`src/rtl/svi_arb_pkg.sv`:
```
// svi_arb_pkg: shared types and constants for the shared-bus arbiter family.
package svi_arb_pkg;

  // Default width of the x, y and z data.
  localparam int SVI_ARB_DW = 8;

  // Arbiter sequencer states.
  typedef enum logic {
    IDLE = 1'b0,
    OWN  = 1'b1
  } arb_state_e;

  // Width of an index that addresses n requesters; never narrower than 1 bit.
  function automatic int idx_width(input int n);
    return (n > 1) ? $clog2(n) : 1;
  endfunction

endpackage

```
`src/rtl/svi_rr_pick.sv`:
```
// svi_rr_pick: combinational round-robin search.
// Scans req_i upward starting at ptr_i+1, wrapping modulo NREQ, and returns the
// first set bit as a one-hot vector plus its index. The requester at ptr_i is
// therefore considered last.
module svi_rr_pick
  import svi_arb_pkg::*;
#(
  parameter int NREQ = 4,
  parameter int IW   = idx_width(NREQ)
) (
  input  logic [NREQ-1:0] req_i,
  input  logic [IW-1:0]   ptr_i,
  output logic [NREQ-1:0] gnt_o,
  output logic [IW-1:0]   idx_o,
  output logic            any_o
);

  // First requester above the pointer, wrapping around.
  always_comb begin
    logic          found;
    logic [IW-1:0] k;
    gnt_o = '0;
    idx_o = '0;
    any_o = |req_i;
    found = 1'b0;
    k     = '0;
    for (int i = 1; i <= NREQ; i++) begin
      k = IW'((int'(ptr_i) + i) % NREQ);
      if (!found && req_i[k]) begin
        found    = 1'b1;
        gnt_o[k] = 1'b1;
        idx_o    = k;
      end
    end
  end

endmodule

```
`src/rtl/svi_bus_arbiter.sv`:
```
// svi_bus_arbiter: round-robin owner of one shared x/y/z bus among NREQ
// requesters. A winner keeps the bus for a whole burst; its x/y are muxed onto
// the bus and the returned z is handed back with a one-hot z_valid_o.
// Optional watchdog release of a stalled owner: define SVI_ARB_WATCHDOG_EN.
module svi_bus_arbiter
  import svi_arb_pkg::*;
#(
  parameter int NREQ    = 4,
  parameter int DW      = SVI_ARB_DW,
  parameter int TIMEOUT = 16
) (
  input  logic               clk,
  input  logic               rst_n,
  input  logic [NREQ-1:0]    req_i,
  input  logic [NREQ-1:0]    last_i,
  input  logic [NREQ*DW-1:0] x_i,
  input  logic [NREQ*DW-1:0] y_i,
  output logic [NREQ-1:0]    gnt_o,
  output logic               bus_valid_o,
  output logic [DW-1:0]      bus_x_o,
  output logic [DW-1:0]      bus_y_o,
  input  logic               bus_ready_i,
  input  logic [DW-1:0]      bus_z_i,
  output logic [DW-1:0]      z_o,
  output logic [NREQ-1:0]    z_valid_o,
  output logic               busy_o,
  output logic               timeout_o
);

  localparam int IW = idx_width(NREQ);

  arb_state_e      state_q;
  logic [NREQ-1:0] gnt_q;
  logic [IW-1:0]   owner_q;
  logic [IW-1:0]   ptr_q;
  logic [DW-1:0]   z_q;
  logic [NREQ-1:0] z_valid_q;
  logic            timeout_q;

  logic [NREQ-1:0] pick_gnt;
  logic [IW-1:0]   pick_idx;
  logic            pick_any;

  logic            own_req;
  logic            own_last;
  logic            accept;
  logic            release_d;
  logic            wd_expire;

  logic [DW-1:0]   x_masked [NREQ];
  logic [DW-1:0]   y_masked [NREQ];

  svi_rr_pick #(
    .NREQ (NREQ),
    .IW   (IW)
  ) u_pick (
    .req_i (req_i),
    .ptr_i (ptr_q),
    .gnt_o (pick_gnt),
    .idx_o (pick_idx),
    .any_o (pick_any)
  );

  // Each slice is gated by its own grant bit; the one-hot grant turns the OR
  // below into a mux that yields 0 when nobody owns the bus.
  generate
    for (genvar gi = 0; gi < NREQ; gi++) begin : g_mux
      assign x_masked[gi] = gnt_q[gi] ? x_i[gi*DW +: DW] : '0;
      assign y_masked[gi] = gnt_q[gi] ? y_i[gi*DW +: DW] : '0;
    end
  endgenerate

  // OR-reduce the gated slices onto the shared bus.
  always_comb begin
    bus_x_o = '0;
    bus_y_o = '0;
    for (int i = 0; i < NREQ; i++) begin
      bus_x_o = bus_x_o | x_masked[i];
      bus_y_o = bus_y_o | y_masked[i];
    end
  end

  // Owner's request/last selected through the grant; nothing depends on bus_ready_i.
  assign own_req     = |(gnt_q & req_i);
  assign own_last    = |(gnt_q & last_i);
  assign bus_valid_o = own_req;
  assign accept      = own_req & bus_ready_i;

`ifdef SVI_ARB_WATCHDOG_EN
  localparam int WW = $clog2(TIMEOUT + 1);
  logic [WW-1:0] wd_cnt_q;

  // Expire on the stalled cycle that would bring the count to TIMEOUT, so the
  // owner holds the bus for exactly TIMEOUT beat-less cycles.
  assign wd_expire = (state_q == OWN) && own_req && !accept &&
                     (wd_cnt_q == WW'(TIMEOUT - 1));

  // Watchdog: cleared on grant, release and accepted beats; counts stalled OWN cycles.
  always_ff @(posedge clk or negedge rst_n) begin
    if (!rst_n) begin
      wd_cnt_q <= '0;
    end else if (state_q != OWN || accept || release_d) begin
      wd_cnt_q <= '0;
    end else begin
      wd_cnt_q <= wd_cnt_q + 1'b1;
    end
  end
`else
  logic unused_timeout;
  assign unused_timeout = ^TIMEOUT;
  assign wd_expire      = 1'b0;
`endif

  // Burst ends on the last accepted beat, an abandoned request, or the watchdog.
  assign release_d = (state_q == OWN) &&
                     ((accept && own_last) || !own_req || wd_expire);

  // Sequencer: arbitration, ownership, release and the registered z return.
  always_ff @(posedge clk or negedge rst_n) begin
    if (!rst_n) begin
      state_q   <= IDLE;
      gnt_q     <= '0;
      owner_q   <= '0;
      ptr_q     <= IW'(NREQ - 1);
      z_q       <= '0;
      z_valid_q <= '0;
      timeout_q <= 1'b0;
    end else begin
      z_valid_q <= '0;
      timeout_q <= 1'b0;
      if (accept) begin
        z_q       <= bus_z_i;
        z_valid_q <= gnt_q;
      end
      case (state_q)
        IDLE: begin
          if (pick_any) begin
            gnt_q   <= pick_gnt;
            owner_q <= pick_idx;
            state_q <= OWN;
          end
        end
        OWN: begin
          if (release_d) begin
            gnt_q     <= '0;
            ptr_q     <= owner_q;
            state_q   <= IDLE;
            timeout_q <= wd_expire;
          end
        end
        default: begin
          gnt_q   <= '0;
          state_q <= IDLE;
        end
      endcase
    end
  end

  assign gnt_o     = gnt_q;
  assign z_o       = z_q;
  assign z_valid_o = z_valid_q;
  assign busy_o    = (state_q == OWN);
  assign timeout_o = timeout_q;

endmodule

```
`config.mk`:
```
export PLATFORM = sky130hd
export DESIGN_NAME = svi_bus_arbiter
export DESIGN_NICKNAME = d
export VERILOG_FILES = /design/src/rtl/svi_arb_pkg.sv /design/src/rtl/svi_rr_pick.sv /design/src/rtl/svi_bus_arbiter.sv
export SDC_FILE = /design/constraint.sdc
export NUM_CORES = 1
export LEC_CHECK = 0
export CAP_MARGIN = 20
export CELL_PAD_IN_SITES_DETAIL_PLACEMENT = 2
export CELL_PAD_IN_SITES_GLOBAL_PLACEMENT = 2
export CORE_MARGIN = 5
export CORE_UTILIZATION = 21
export DETAILED_ROUTE_END_ITERATION = 10
export PLACE_DENSITY = 0.9
export SYNTH_ARGS = -nofsm -noshare
export SYNTH_HDL_FRONTEND = slang
export SYNTH_HIERARCHICAL = 1
export SYNTH_SLANG_ARGS = --single-unit
```
`constraint.sdc`:
```
create_clock -name clk -period 5.73 [get_ports clk]
set_input_delay 0.8595 -clock clk [delete_from_list [all_inputs] [get_ports clk]]
set_output_delay 0.8595 -clock clk [all_outputs]
set_load 0.02 [all_outputs]
```
==> qor.yml, run 1 <==
grt:
  grt_max_degree: 22
  grt.overflow.total: 0
  antenna_found_initial: 0
  grt_pass1_vias: 2238
  grt_usage_pct: 13.7
  grt_pass1_wl_um: 12300
clocking:
  clkLatencyLatePin_ns: 0.26
  root_buffer: "clkbuf_8"
  cts_buffers: 3
  htreeDepth: 1
  clockBufferDepth: 2
  cts_hold_buf: 0
  path_clk_slew_ns: 0.07
  numClockSinks: 21
  cts_tree: "built"
  postCtsSetupBuffers: 0
  cts.repair.resized: 0
floorplan:
  initial_core_util_pct: 21.4
  core_um2: 8680
  die_w_um: 104
  fp.dieArea_um2: 10800
  placementRows: 34
  dieHeight_um: 104
  num_io_pins: 118
sta:
  relSlewSlack_pct: 37.3
  holdWs_ns: 0.509
  clock_skew_ns: 0.00419
  finalSetupViolations: 0
  drv_slew: 0
  hold_violations: 0
  rsz0062_at_grt: "no"
  finalCriticalPeriod_ns: 3.38
  min_period_over_period_pct: 58.9
  fin_setup_tns_ns: 0
  fmax_mhz: 296
  worst_pin_slew_ns: 0.937
drt:
  ant_nets: 0
  vias: 2043
  vias_per_cell: 4.92
  drt-total-wl_um: 7840
  dr.pass1.iters: 4
  wl_per_cell_um: 18.9
  drt-initial-drc-count: 42
  drc: 0
synthesis:
  syn_inst: 202
  synth_nets: 293
  synth_edf_count: 0
  avgSynthCellArea_um2: 9.17
  synth_cell_types: 40
  seq_area_frac_synth_pct: 28.5
  synth_top_flop_cell: "dfrtp_1"
  syn_area_um2: 1850
  ys_ff_latch: 21
  synthArstFlopShare_pct: 100
  synth_warnings: 6
critical_path:
  cp.arrival_ns: 2.52
  cp_common_cell: "clkdlybuf4s50_1"
  cp_slowest_cell: "clkdlybuf4s50_1"
  end_kind: "primary output"
  start_kind: "input pin"
  worstRegToRegCells: 8
  reg2reg_to: "gnt_o[0]$_DFFE_PN0P_"
  reg2reg_slack_ns: 2.83
  crit_fanout: 11
  r2r_start: "ptr_q[1]$_DFFE_PN1P_"
  cp.required_ns: 4.87
  critPathKind: "in2out"
  cpPeakStageDelay_ns: 0.73
  path_cells: "clkdlybuf4s50_1, a22oi_2, nand2_2, clkdlybuf4s50_1"
power:
  ir_worst_vdd_mv: 0.208
  power_density_nw_per_um2: 479
  leakage_nw: 1.23
min_path:
  worstHoldStart: "owner_q[0]$_DFFE_PN0P_"
  worstHoldEndpoint: "ptr_q[0]$_DFFE_PN1P_"
  hold_depth: 1
  hold_path.class: "reg2reg"
final_layout:
  diodes: 0
  seq_area_um2: 528
  area_growth_pct: 66.9
  multiInputGateArea_um2: 1200
  nets: 399
  drive_gt1_share_pct: 10.7
  n_fill_cell: 964
  post-route-util_pct: 35.6
outcome:
  outcome: "finished clean"
placed_design:
  hpwl_um: 6290
  gp_congestion: 0.794
  port_buffers: 116
flow_run:
  cap_violations: 0
[per-stage QoR]
| stage | cells | power [mW] | setup WS [ns] | instance area, um^2 |
|---|---|---|---|---|
| 2_1_floorplan | 202 | 0.982 | 3.47 | 1850 |
| 3_3_place_gp | 411 | 1.36 | 2.38 | 3050 |
| 3_5_place_dp | 411 | 1.40 | 2.35 | 3050 |
| 4_1_cts | 415 | 1.50 | 2.35 | 3090 |
| 5_1_grt | 415 | 1.58 | 2.27 | 3090 |
| 6_report | 415 | 1.48 | 2.35 | 3090 |
[where the power goes]
| part | internal, mW | total [mW] | switching, mW | leakage, nW |
|---|---|---|---|---|
| Clock | 0.0495 | 0.0956 | 0.0460 | 0.0228 |
| Sequential | 0.216 | 0.359 | 0.142 | 0.258 |
| Combinational | 0.517 | 1.03 | 0.510 | 0.952 |
| Total | 0.783 | 1.48 | 0.698 | 1.23 |
[cells in the mapped netlist, types with 2 or more instances]
cell,n,area share (%)
nand2b_1,4,1.4
inv_1,7,1.4
a22o_1,2,0.95
dfstp_2,2,2.8
a2111oi_1,3,1.6
mux2i_4,3,3.6
ha_1,8,5.4
dfrtp_1,19,26
clkbuf_1,5,1.0
buf_6,4,2.4
nand4_1,2,0.68
nand2_1,26,5.3
a211oi_1,2,0.81
and3_1,8,2.7
mux2_2,13,7.9
nand2_2,2,0.68
nor2b_1,3,1.0
o22ai_1,6,2.0
o2bb2ai_1,4,1.9
o31ai_1,4,1.6
nor2_1,16,3.2
buf_4,3,1.2
a22oi_1,32,13
mux2_4,3,2.4
a22oi_2,2,1.4
o21ai_0,3,0.81
buf_2,3,0.81
[cells in the final DEF (no fill, tap or decap), types with 3 or more instances in the layout]
cell,count
o21ai_0,3
o2bb2ai_1,4
dfrtp_1,19
mux2_2,13
inv_1,7
and3_1,8
nand2b_1,4
o22ai_1,6
clkdlybuf4s50_1,116
clkbuf_8,3
a2111oi_1,3
ha_1,8
mux2i_4,3
a22oi_1,32
nor2b_1,3
nand2_1,26
nor2_1,16
mux2_4,3
o31ai_1,4
[metal layers]
layer  up-vias  GRT usage, %  share of wire, %
met3         2          4.41               7.9
li1        957             -                 -
met5         -             0                 0
met1       992          17.1                44
met4         0         0.833              0.20
met2        92          24.1                48
[worst max-delay path, delay by kind of cell]
family          cells  cell delay (ns)
buf+inv             2             1.35
simple gates        1             0.16
compound gates      1             0.15
[area by class of cell]
| class | count | share of cell area [%] |
|---|---|---|
| Inverter | 7 | 0.850 |
| Multi-Input combinational cell | 159 | 38.7 |
| Tap cell | 108 | 4.37 |
| Sequential cell | 21 | 17.1 |
| Timing Repair Buffer | 116 | 37.5 |
| Clock buffer | 4 | 1.46 |
[how the worst max path moves through the flow]
stage,startpoint,endpoint,slack [ns],cells past startpoint
finish,req_i[0],bus_valid_o,2.35,4
global route,req_i[0],bus_valid_o,2.27,4
CTS,req_i[0],bus_valid_o,2.35,4
detailed placement,req_i[0],bus_valid_o,2.35,4
global placement,req_i[0],bus_valid_o,2.38,4
floorplan,ptr_q[0]$_DFFE_PN1P_,gnt_o[1]$_DFFE_PN0P_,3.47,10
[registers in the layout, summed over array words and instances, names as in the netlist]
register / count
z_o: 8
gnt_o: 4
busy_o: 1
ptr_q: 2
z_valid_o: 4
owner_q: 2
[kinds of logic (layout without fill, tap and decap cells)]
logic type	Yosys count	in the layout	synth area share, %
AO/OA/AOI/OAI	64	64	27.3
adder cells (fa/ha/maj)	8	8	5.40
buffers and inverters	22	127	6.89
flip-flops	21	21	28.5
multiplexers	21	21	15.3
other	1	1	0.202
AND/OR/NAND/NOR	65	65	16.4
Note: power is estimated with default switching activity, not from simulation.
==> run 2: changes to the inputs <==
Settings changed: CORE_UTILIZATION 21 to 18, PLACE_DENSITY 0.9 to 0.83.
Clock period 5.73 ns to 3.1 ns, I/O delays scaled along.
==> run 2 against run 1 <==
Combinational power up 110%. Wire length rose by 9.5%. Critical path type is now reg2reg. Non-clock buffer count up 10. Clock skew rose by 0.0052 ns. Hold slack got worse by 0.092 ns. Largest cell class is now non-clock buffers. Power grew 92%. Sequential share of layout area down 0.70 points.
==> qor.yml, run 2 (synthesized netlist as in run 1, its figures left out) <==
clocking:
  root_buffer: "clkbuf_8"  # unchanged
  path_clk_slew_ns: 0.08  # was 0.07 ns
  cts_tree: "built"  # unchanged
  postCtsSetupBuffers: 0  # unchanged
  cts_hold_buf: 0  # unchanged
  numClockSinks: 21  # unchanged
  htreeDepth: 1  # unchanged
  cts.repair.resized: 0  # unchanged
  cts_buffers: 3  # unchanged
  clockBufferDepth: 2  # unchanged
  clkLatencyLatePin_ns: 0.26  # about the same
sta:
  finalSetupViolations: 0  # unchanged
  min_period_over_period_pct: 84.1
  relSlewSlack_pct: 66.1  # was 37.3%
  fin_setup_tns_ns: 0  # unchanged
  fin_ws_ns: 0.494  # was 2.35 ns
  finalCriticalPeriod_ns: 2.61
  hold_violations: 0  # unchanged
  rsz0062_at_grt: "no"  # unchanged
  worst_pin_slew_ns: 0.498  # was 0.937 ns
  drv_slew: 0  # unchanged
  fmax_mhz: 384
  clock_skew_ns: 0.00939  # was 0.00419 ns
power:
  pwr-share-clk_pct: 6.3  # was 6.5%
  ir_worst_vdd_mv: 0.490  # was 0.208 mV
  power_mw: 2.84  # was 1.48 mW
  p_sw_mw: 1.33  # was 0.698 mW
  power_density_nw_per_um2: 880  # was 479 nW/um^2
  leakage_nw: 1.29  # was 1.23 nW
  combPwrFrac_pct: 75.7  # was 69.3%
  swShare_pct: 46.7  # was 47.1%
  p_seq_share_pct: 18.1  # was 24.2%
  cell_internal_pwr_mw: 1.51  # was 0.783 mW
critical_path:
  start_kind: "register"  # was input pin
  cp.arrival_ns: 2.75  # was 2.52 ns
  end_kind: "register"  # was primary output
  cp.required_ns: 3.24  # was 4.87 ns
  crit_fanout: 18  # was 11
  critPathKind: "reg2reg"  # was in2out
drt:
  wl_per_cell_um: 18.9  # about the same
  drc: 0  # unchanged
  vias: 2082  # was 2043
  ant_nets: 0  # unchanged
  drt-total-wl_um: 8580  # was 7840 um
  dr.pass1.iters: 4  # unchanged
  drt-initial-drc-count: 110  # was 42
  vias_per_cell: 4.60  # was 4.92
final_layout:
  nets: 409  # was 399
  fin_area_um2: 3220  # was 3090 um^2
  final_common_cell: "clkdlybuf4s50_1"  # unchanged
  largest_reg_flops: 8  # unchanged
  area_growth_pct: 74.0  # was 66.9%
  diodes: 0  # unchanged
  post-route-util_pct: 31.7  # was 35.6%
  final_cell_mix: "116 x clkdlybuf4s50_1, 32 x a22oi_1, 26 x nand2_1"  # unchanged
  drive_gt1_share_pct: 13.9  # was 10.7%
grt:
  grt.overflow.total: 0  # unchanged
  grt_max_degree: 22  # unchanged
  grt_usage_pct: 13.2  # was 13.7%
  grt_pass1_vias: 2355  # was 2238
  grt_pass1_wl_um: 13300  # was 12300 um
  antenna_found_initial: 0  # unchanged
floorplan:
  dieHeight_um: 111  # was 104 um
  core_um2: 10200  # was 8680 um^2
  placementRows: 37  # was 34
  initial_core_util_pct: 18.2  # was 21.4%
  die_w_um: 111  # was 104 um
  fp.dieArea_um2: 12400  # was 10800 um^2
  num_io_pins: 118  # unchanged
flow_run:
  cap_violations: 0  # unchanged
placed_design:
  hpwl_um: 6990  # was 6290 um
  gp_congestion: 0.818  # was 0.794
  port_buffers: 116  # unchanged
  post-place-ws_ns: 0.461  # was 2.35 ns
  place_area_um2: 3150  # was 3050 um^2
outcome:
  outcome: "finished clean"  # unchanged
min_path:
  hold_path.class: "in2async"  # was reg2reg
[run 2: changes by cell type in the layout (fill, tap and decap cells not counted)]
| cell | previous run | this run |
|---|---|---|
| buf_16 | 0 | 1 |
| buf_4 | 0 | 9 |
| clkbuf_1 | 1 | 0 |
| clkinv_2 | 0 | 1 |
[run 2: path summary, 6_finish.rpt]
| kind | slack, ns | from | to | cells after the start |
|---|---|---|---|---|
| setup / recovery | 0.49 | ptr_q[1]$_DFFE_PN1P_ | gnt_o[2]$_DFFE_PN0P_ | 8 |
| hold / removal | 0.42 | rst_n | z_o[5]$_DFFE_PN0N_ | 1 |
| hold reg to reg | 0.51 | z_o[0]$_DFFE_PN0N_ | z_o[0]$_DFFE_PN0N_ | 1 |
| setup reg to reg | 0.49 | ptr_q[1]$_DFFE_PN1P_ | gnt_o[2]$_DFFE_PN0P_ | 8 |
| max in group asynchronous | 2.22 | rst_n | ptr_q[1]$_DFFE_PN1P_ | 2 |
| min in group clk | 0.51 | z_o[0]$_DFFE_PN0N_ | z_o[0]$_DFFE_PN0N_ | 1 |
[run 2: area by class of cell]
type	count	area, um^2
clock buffers	3	41.3
clock inverters	1	5.00
fillers	1154	6960
inverters	7	26.3
multi-input cells	159	1200
flip-flops and latches	21	528
well taps	136	170
repair buffers	126	1260
[run 2: power by group through the flow]
| stage | Combinational [mW] | Sequential, mW | Clock, mW |
|---|---|---|---|
| global route | 2.31 | 0.533 | 0.200 |
| global placement | 2.08 | 0.510 | 0 |
| CTS | 2.17 | 0.515 | 0.185 |
| floorplan | 1.22 | 0.592 | 0 |
| finish | 2.15 | 0.512 | 0.177 |
| detailed placement | 2.16 | 0.520 | 0 |
[run 2: worst max-delay path, cell delays in order (launching register included)]
cell       delay (ns)
dfstp_2          0.75
inv_1            0.12
ha_1             0.60
nand2b_1         0.17
o22ai_1          0.09
a2111oi_2        0.45
o2bb2ai_1        0.14
nand2_1          0.08
o31ai_1          0.07
[run 2: per-layer routing]
metal | vias to the layer above | track usage (%) | part of all wire, %
met5 | - | 0 | 0
met1 | 1010 | 15.9 | 43
met4 | 0 | 1.22 | 0.35
met2 | 87 | 24.6 | 51
met3 | 2 | 3.42 | 5.5
li1 | 983 | - | -
[run 2: per-stage QoR]
stage,std cells,hold slack [ns]
floorplan,202,0.169
global placement,448,0.483
detailed placement,448,0.496
CTS,452,0.514
global route,453,0.409
finish,453,0.417
==> run 3: changes to the inputs <==
Settings changed: CORE_UTILIZATION 18 to 20, PLACE_DENSITY 0.83 to 0.87.
Clock period 3.1 ns to 2.4 ns, I/O delays scaled along.
==> run 3 against run 2 <==
The flow now finishes with violations (setup timing). Clock power grew 34%. Final area increased by 1.0%. Sequential power up 23%. Maximum frequency grew 8.2%. Global-route usage grew 1.4 points. Sequential cell count stayed put. Worst setup slack lost 0.50 ns. First-iteration DRC count decreased by 20%. Count of clock-buffer cells in the layout stayed put.
==> qor.yml, run 3 (synthesized netlist as in run 1, its figures left out) <==
clocking:
  clockBufferDepth: 2  # unchanged
  cts_tree: "built"  # unchanged
  htreeDepth: 1  # unchanged
  numClockSinks: 21  # unchanged
  clkLatencyLatePin_ns: 0.26  # about the same
  postCtsSetupBuffers: 0  # unchanged
  root_buffer: "clkbuf_8"  # unchanged
  path_clk_slew_ns: 0.08  # about the same
  cts_buffers: 3  # unchanged
flow_run:
  cap_violations: 0  # unchanged
drt:
  ant_nets: 0  # unchanged
  vias_per_cell: 4.94  # was 4.60
  drt-initial-drc-count: 88  # was 110
  vias: 2150  # was 2082
  drc: 0  # unchanged
  wl_per_cell_um: 19.5  # was 18.9 um
  drt-total-wl_um: 8490  # was 8580 um
  dr.pass1.iters: 4  # unchanged
placed_design:
  post-place-ws_ns: 0.0369  # was 0.461 ns
  port_buffers: 116  # unchanged
  placedCellCount: 431  # was 448
  gp_congestion: 0.754  # was 0.818
  hpwl_um: 7020  # was 6990 um
  place_area_um2: 3200  # was 3150 um^2
critical_path:
  r2r_start: "ptr_q[0]$_DFFE_PN1P_"  # was ptr_q[1]$_DFFE_PN1P_
  worstRegToRegCells: 7  # was 8
  endpoint: "gnt_o[1]$_DFFE_PN0P_"  # was gnt_o[2]$_DFFE_PN0P_
  critPathKind: "reg2reg"  # unchanged
  start_kind: "register"  # unchanged
  crit_fanout: 16  # was 18
  path_delay_family: "compound AO/OA/AOI/OAI gates"  # was flip-flops
  end_kind: "register"  # unchanged
  cp-startpoint: "ptr_q[0]$_DFFE_PN1P_"  # was ptr_q[1]$_DFFE_PN1P_
  cp_slowest_cell: "dfstp_2"  # unchanged
  cp.required_ns: 2.54  # was 3.24 ns
  cpPeakStageDelay_ns: 0.54  # was 0.75 ns
  path_depth: 7  # was 8
  reg2reg_slack_ns: -0.009  # was 0.49 ns
  cp.arrival_ns: 2.55  # was 2.75 ns
  path_buf_inv: 1  # unchanged
  path_cells: "buf_4, mux2_2, and3_1, a2111oi_1, o2bb2ai_1, nand2_1, o31ai_1"  # was inv_1, ha_1, nand2b_1, o22ai_1, a2111oi_2, o2bb2ai_1, nand2_1, o31ai_1
  reg2reg_to: "gnt_o[1]$_DFFE_PN0P_"  # was gnt_o[2]$_DFFE_PN0P_
final_layout:
  nets: 416  # was 409
  largest_reg_flops: 8  # unchanged
  final_common_cell: "clkdlybuf4s50_1"  # unchanged
  stdcell_count: 435  # was 453
  diodes: 0  # unchanged
  area_growth_pct: 75.8  # was 74.0%
  post-route-util_pct: 35.6  # was 31.7%
  n_fill_cell: 1014  # was 1154
  final_cell_mix: "116 x clkdlybuf4s50_1, 32 x a22oi_1, 26 x nand2_1"  # unchanged
  fin_area_um2: 3260  # was 3220 um^2
  drive_gt1_share_pct: 16.4  # was 13.9%
floorplan:
  num_io_pins: 118  # unchanged
  initial_core_util_pct: 20.2  # was 18.2%
  dieHeight_um: 106  # was 111 um
  die_w_um: 106  # was 111 um
  fp.dieArea_um2: 11300  # was 12400 um^2
  core_um2: 9150  # was 10200 um^2
  placementRows: 35  # was 37
outcome:
  outcome: "finished with violations"  # was finished clean
  violations: "setup timing"
grt:
  grt_pass1_vias: 2433  # was 2355
  grt_usage_pct: 14.7  # was 13.2%
  antenna_found_initial: 0  # unchanged
  grt_pass1_wl_um: 13400  # was 13300 um
  grt_max_degree: 22  # unchanged
  grt.overflow.total: 0  # unchanged
sta:
  min_period_over_period_pct: 100  # was 84.1%
  fin_ws_ns: -0.00892  # was 0.494 ns
  drv_slew: 0  # unchanged
  relSlewSlack_pct: 66.0  # was 66.1%
  worst_pin_slew_ns: 0.508  # was 0.498 ns
  clock_skew_ns: 0.00222  # was 0.00939 ns
  fmax_mhz: 415  # was 384 MHz
  finalSetupViolations: 1  # was 0
  finalCriticalPeriod_ns: 2.41  # was 2.61 ns
  hold_violations: 0  # unchanged
  holdWs_ns: 0.454  # was 0.417 ns
  fin_setup_tns_ns: -0.00892  # was 0 ns
  rsz0062_at_grt: "no"  # unchanged
power:
  leakage_nw: 1.33  # was 1.29 nW
  cell_internal_pwr_mw: 2.02  # was 1.51 mW
  pwr-share-clk_pct: 6.2  # was 6.3%
  combPwrFrac_pct: 77.2  # was 75.7%
  p_sw_mw: 1.79  # was 1.33 mW
  power_density_nw_per_um2: 1170  # was 880 nW/um^2
  swShare_pct: 47.0  # was 46.7%
  power_mw: 3.81  # was 2.84 mW
  p_seq_share_pct: 16.5  # was 18.1%
  ir_worst_vdd_mv: 0.462  # was 0.490 mV
min_path:
  hold_path.class: "in2async"  # unchanged
## run 3: cell count changes in the layout (fill, tap and decap cells not counted)
cell and delta:
buf_12 +2, a2111oi_2 +1, a2111oi_1 -1, buf_16 -1, ha_2 +1, ha_1 -1, buf_4 +6
## run 3: area by class of cell
type | instances | area [um^2] | area share [%]
clock buffer | 3 | 41.3 | 1.27
clock inverter | 1 | 5.00 | 0.154
inverter | 7 | 26.3 | 0.806
multi-input combinational | 159 | 1200 | 37.0
sequential | 21 | 528 | 16.2
tap | 111 | 139 | 4.26
timing repair buffer | 133 | 1310 | 40.3
## run 3: worst min path at each step
stage / start / end / slack, ns / cells past startpoint
3_5_place_dp: z_o[7]$_DFFE_PN0N_ / z_o[7]$_DFFE_PN0N_ / 0.50 / 1
2_1_floorplan: rst_n / busy_o$_DFF_PN0_ / 0.06 / 0
5_1_grt: rst_n / owner_q[0]$_DFFE_PN0P_ / 0.48 / 2
4_1_cts: rst_n / owner_q[0]$_DFFE_PN0P_ / 0.47 / 2
3_3_place_gp: z_o[6]$_DFFE_PN0N_ / z_o[6]$_DFFE_PN0N_ / 0.49 / 1
6_report: rst_n / owner_q[0]$_DFFE_PN0P_ / 0.45 / 2
## run 3: timing repair
action | in CTS | in global routing
endpoints found under the hold margin | 0 | 0
setup endpoints to repair | 0 | 2
hold buffers | 0 | 0
gates resized for setup | 0 | 2
## run 3: per-layer routing
| layer | part of all wire [%] | up-vias | wire length [um] | GRT usage (%) |
|---|---|---|---|---|
| li1 | - | 994 | - | - |
| met1 | 40 | 1039 | 3390 | 16.9 |
| met2 | 52 | 110 | 4400 | 28.0 |
| met3 | 7.5 | 7 | 636 | 3.22 |
| met4 | 0.85 | 0 | 72 | 1.94 |
| met5 | 0 | - | 0 | 0 |
## run 3: power by group through the flow
stage | Combinational, mW | Sequential [mW] | Clock, mW
global placement | 2.79 | 0.622 | 0
finish | 2.94 | 0.631 | 0.238
global route | 3.14 | 0.654 | 0.270
floorplan | 1.58 | 0.764 | 0
detailed placement | 2.92 | 0.640 | 0
CTS | 2.94 | 0.635 | 0.249
